===== src/rtl/sipo_deframer.sv =====
// Serial-to-parallel deframer: sync-aligned WIDTH-bit word assembly with framing checks.
// Define SIPO_DEFRAMER_PARITY_EN to expect a trailing even-parity bit after each word.
module sipo_deframer #(
  parameter int WIDTH     = 16,
  parameter bit MSB_FIRST = 1'b1
) (
  input  logic             clk,
  input  logic             rst,
  input  logic             din,
  input  logic             din_en,
  input  logic             sync,
  output logic [WIDTH-1:0] dout,
  output logic             dout_valid,
  output logic             busy,
  output logic             frame_err,
  output logic             parity_err
);

  localparam int CW = $clog2(WIDTH + 1);
  localparam logic [CW-1:0] LAST = CW'(WIDTH - 1);

`ifdef SIPO_DEFRAMER_PARITY_EN
  typedef enum logic [1:0] {IDLE, SHIFT, PAR} state_t;
`else
  typedef enum logic [1:0] {IDLE, SHIFT} state_t;
`endif

  state_t           state;
  logic [CW-1:0]    cnt;
  logic [WIDTH-1:0] sreg;

  // New bits enter at the end that makes the first bit finish in the chosen dout position.
  function automatic logic [WIDTH-1:0] shift_in(input logic [WIDTH-1:0] s, input logic b);
    if (MSB_FIRST) return {s[WIDTH-2:0], b};
    else           return {b, s[WIDTH-1:1]};
  endfunction

  assign busy = (state != IDLE);

`ifndef SIPO_DEFRAMER_PARITY_EN
  assign parity_err = 1'b0;
`endif

  always_ff @(posedge clk or posedge rst) begin
    if (rst) begin
      state      <= IDLE;
      cnt        <= '0;
      sreg       <= '0;
      dout       <= '0;
      dout_valid <= 1'b0;
      frame_err  <= 1'b0;
`ifdef SIPO_DEFRAMER_PARITY_EN
      parity_err <= 1'b0;
`endif
    end else begin
      dout_valid <= 1'b0;
      frame_err  <= 1'b0;
      if (din_en) begin
        case (state)
          IDLE: begin
            if (sync) begin
              sreg  <= shift_in('0, din);
              cnt   <= CW'(1);
              state <= SHIFT;
            end
          end
          SHIFT: begin
            if (sync) begin
              frame_err <= 1'b1;
              sreg      <= shift_in('0, din);
              cnt       <= CW'(1);
            end else if (cnt == LAST) begin
`ifdef SIPO_DEFRAMER_PARITY_EN
              sreg  <= shift_in(sreg, din);
              cnt   <= CW'(WIDTH);
              state <= PAR;
`else
              dout       <= shift_in(sreg, din);
              dout_valid <= 1'b1;
              cnt        <= '0;
              state      <= IDLE;
`endif
            end else begin
              sreg <= shift_in(sreg, din);
              cnt  <= cnt + CW'(1);
            end
          end
`ifdef SIPO_DEFRAMER_PARITY_EN
          // The full word is already in sreg; this edge carries only the parity bit.
          PAR: begin
            if (sync) begin
              frame_err <= 1'b1;
              sreg      <= shift_in('0, din);
              cnt       <= CW'(1);
              state     <= SHIFT;
            end else begin
              dout       <= sreg;
              dout_valid <= 1'b1;
              parity_err <= (^sreg) ^ din;
              cnt        <= '0;
              state      <= IDLE;
            end
          end
`endif
          default: state <= IDLE;
        endcase
      end
    end
  end

endmodule


===== config.mk =====
export PLATFORM = sky130hd
export DESIGN_NAME = sipo_deframer
export DESIGN_NICKNAME = d
export VERILOG_FILES = /design/src/rtl/sipo_deframer.sv
export SDC_FILE = /design/constraint.sdc
export NUM_CORES = 1
export LEC_CHECK = 0
export BUFFER_PORTS_ARGS = -buffer_cell sky130_fd_sc_hd__buf_2
export CAP_MARGIN = 20
export CORE_ASPECT_RATIO = 0.7
export CORE_MARGIN = 2
export CORE_UTILIZATION = 55
export DETAILED_ROUTE_END_ITERATION = 8
export MAX_ROUTING_LAYER = met4
export PLACE_DENSITY = 0.77
export SLEW_MARGIN = 10
export SYNTH_ARGS = -nofsm -noshare
export SYNTH_HDL_FRONTEND = slang
export SYNTH_SLANG_ARGS = --single-unit

===== constraint.sdc =====
create_clock -name clk -period 1.75 [get_ports clk]
set_input_delay 0.35 -clock clk [delete_from_list [all_inputs] [get_ports clk]]
set_output_delay 0.35 -clock clk [all_outputs]
set_load 0.02 [all_outputs]

==> results.json <==
{
  "report.final.slew_viol_count": 0,
  "async_reset_ff_share_pct": 100.0,
  "tightest_slew_ns": 0.5289,
  "cp.arrival_ns": 1.83,
  "core_area_um2": 2823,
  "grt.busiest_layer": "met2",
  "cts-root-buf": "clkbuf_8",
  "hold_buffers": 0,
  "maxCapViolCount": 0,
  "viasPerCell": 5.951,
  "synthMuxAreaShare_pct": 12.97,
  "timing.reg2reg.setup_slack_ns": 0.09,
  "synthAdderAreaFrac_pct": 0.7587,
  "drc": 0,
  "synth_seq_area_share_pct": 59.18,
  "cts_max_level": 2,
  "synth.largest_area_cell": "dfrtp_1",
  "period_minus_slack_ns": 1.658,
  "max_freq_ghz": 0.6031,
  "synth_nets": 123,
  "tritoncts": "yes",
  "start_kind": "flip-flop",
  "grt_max_degree": 40,
  "grt_usage_pct": 20.95,
  "first_pass_iters": 4,
  "min_path_type": "primary input to async pin",
  "r2r_start": "state[0]$_DFFE_PP0P_",
  "use_met2_pct": 31.89,
  "antenna_found_initial": 0,
  "yosys_register_bits": 39,
  "vias": 1095,
  "synth_simple_gate_area_share_pct": 7.815,
  "synth_top_family_by_area": "compound AO/OA/AOI/OAI gates",
  "postCtsSetupRepairBufs": 0,
  "grt_setup_unrepaired": "false",
  "gp_congestion": 0.7810,
  "grt_pass1_vias": 1098,
  "finalSetupViolations": 0,
  "crit_required_ns": 1.92,
  "hold-worst-slack_ns": 0.1683,
  "synth-xor-area-share_pct": 0,
  "clockBufferDepth": 2,
  "worstRegToRegCells": 5,
  "clk_pin_slew_ns": 0.08,
  "syn-cell-area_um2": 1649,
  "grt_use_met3_pct": 5.930,
  "p_leak_nw": 1.019,
  "yosysWarnings": 0,
  "hold_violations": 0,
  "outcome": "finished clean",
  "cts_buffers": 5,
  "hpwl_mm": 2.082,
  "wl_mm": 3.172,
  "ys_types": 31,
  "clock_latency_ns": 0.29,
  "synth_top_area_share_pct": 59.18,
  "ant_nets": 0,
  "ioPinCount": 25,
  "synth_cells": 117,
  "wl_per_cell_um": 17.24,
  "fin_nets": 153,
  "crit_path_max_fanout": 11,
  "synth_compound_area_share_pct": 14.64,
  "avgSynthCellArea_um2": 14.09,
  "powerDensity_nw_per_um2": 1009,
  "reg2reg_to": "dout[2]$_DFFE_PP0P_",
  "grt_use_met1_pct": 27.88,
  "drive_above_1_share_pct": 40.54,
  "io_buffer_count": 23,
  "synthFlopType": "dfrtp_1",
  "crit_type": "flip-flop to flip-flop",
  "slew_headroom_pct": 64.65,
  "period_share_pct": 94.75,
  "irDropWorstVdd_mv": 0.6733,
  "grt_pass1_wl_mm": 5.395,
  "syn_to_final_growth_pct": 19.35,
  "worstSetupEndpointType": "flip-flop",
  "die_h_um": 49.82,
  "cts_resized": 1,
  "die_x_um": 69.45,
  "diodes": 0,
  "synth_edf_count": 0,
  "grt_overflow": 0,
  "dieArea_um2": 3459,
  "initial_core_util_pct": 58.42,
  "drt_iter0_markers": 109,
  "row_count": 16,
  "synth_area_leaders": "dfrtp_1, a32o_1, mux2_4",
  "cts.sinks": 39,
  "fin_worst_skew_ns": 0.004994,
  "utilization_pct": 69.73,
  "finalPower_mw": 1.986
}
## worst max-delay path: stages (launching register included)
cell,delay [ns]
dfrtp_1,0.53
nand3b_1,0.21
buf_4,0.19
nor2_4,0.11
buf_4,0.17
mux2_2,0.33
## synthesized netlist by cell type (2+ instances only)
cell type,n
buf_2,3
a31oi_1,2
mux2_4,9
o21ai_0,6
buf_4,2
a32o_1,14
dfrtp_1,39
nand3_1,2
mux2_2,7
nand2_1,3
clkbuf_1,2
nor2_1,4
inv_1,4
and2_1,2
and3_1,2
## sequential cells by signal, indices dropped and copies added, names as in the netlist
| name | count |
|---|---|
| dout | 16 |
| frame_err | 1 |
| state | 1 |
| sreg | 15 |
| dout_valid | 1 |
| cnt | 5 |
## final cells by class
type	count	area, um^2
repair buffers	31	187.7
flip-flops and latches	39	975.9
clock buffers	5	68.82
well taps	36	45.04
fillers	198	854.6
inverters	4	15.01
multi-input cells	66	608.1
clock inverters	3	67.56
## cells by family after synthesis
logic type	count (synthesis)
flip-flops	39
AO/OA/AOI/OAI	29
AND/OR/NAND/NOR	19
multiplexers	16
buffers and inverters	12
adder cells (fa/ha/maj)	1
other	1
## cell usage in the layout, fill, tap and decap left out
cell type,synthesis,final
clkbuf_8,0,5
conb_1,1,1
and3_1,2,2
inv_1,4,4
mux2_2,7,7
o22ai_1,1,1
nand3b_1,1,1
buf_2,3,23
a32oi_1,1,1
and2_1,2,2
o311ai_0,1,1
clkinvlp_4,0,1
nand2_1,3,3
a31o_2,1,1
nor2_1,4,3
a32o_1,14,14
nand4b_1,1,1
buf_4,2,7
bufinv_16,0,2
mux2_4,9,9
and4b_1,1,1
dfrtp_1,39,39
o21a_1,1,1
nand3_1,2,2
nor2b_1,1,1
ha_1,1,1
nor2_4,1,2
a31oi_1,2,2
a21bo_2,1,1
a22o_1,1,1
nand4b_4,1,1
buf_12,1,1
o21ai_0,6,6
## layer usage
| metal | wire length (um) | share of wire, % | up-vias |
|---|---|---|---|
| met5 | 0 | 0 | - |
| met3 | 176 | 5.5 | 2 |
| met2 | 1545 | 49 | 37 |
| met4 | 4 | 0.13 | 0 |
| li1 | - | - | 502 |
| met1 | 1445 | 46 | 554 |
## where the power goes
part	switching, mW	internal, mW	leakage, nW
registers	0.0184	0.927	0.531
logic	0.0961	0.0614	0.423
clock network	0.314	0.568	0.0644
total	0.429	1.56	1.02
## how the worst max path moves through the flow
stage / start / end / cells after the start
final: state[0]$_DFFE_PP0P_ / dout[2]$_DFFE_PP0P_ / 5
after global routing: state[0]$_DFFE_PP0P_ / dout[1]$_DFFE_PP0P_ / 5
after CTS: cnt[0]$_DFFE_PP0P_ / sreg[11]$_DFFE_PP0P_ / 4
after detailed placement: cnt[0]$_DFFE_PP0P_ / cnt[1]$_DFFE_PP0P_ / 4
after global placement: cnt[0]$_DFFE_PP0P_ / cnt[1]$_DFFE_PP0P_ / 4
after floorplan: state[0]$_DFFE_PP0P_ / dout[10]$_DFFE_PP0P_ / 5
## through the flow
step | area, um^2 | std cells | TNS, ns | setup slack, ns
2_1_floorplan | 1649 | 117 | 0 | 0.1856
3_3_place_gp | 1824 | 176 | 0 | 0.02165
3_5_place_dp | 1824 | 176 | -0.8817 | -0.08608
4_1_cts | 1963 | 184 | 0 | 0.1077
5_1_grt | 1968 | 184 | 0 | 0.002174
6_report | 1968 | 184 | 0 | 0.09191
(Power assumes the default switching activity.)
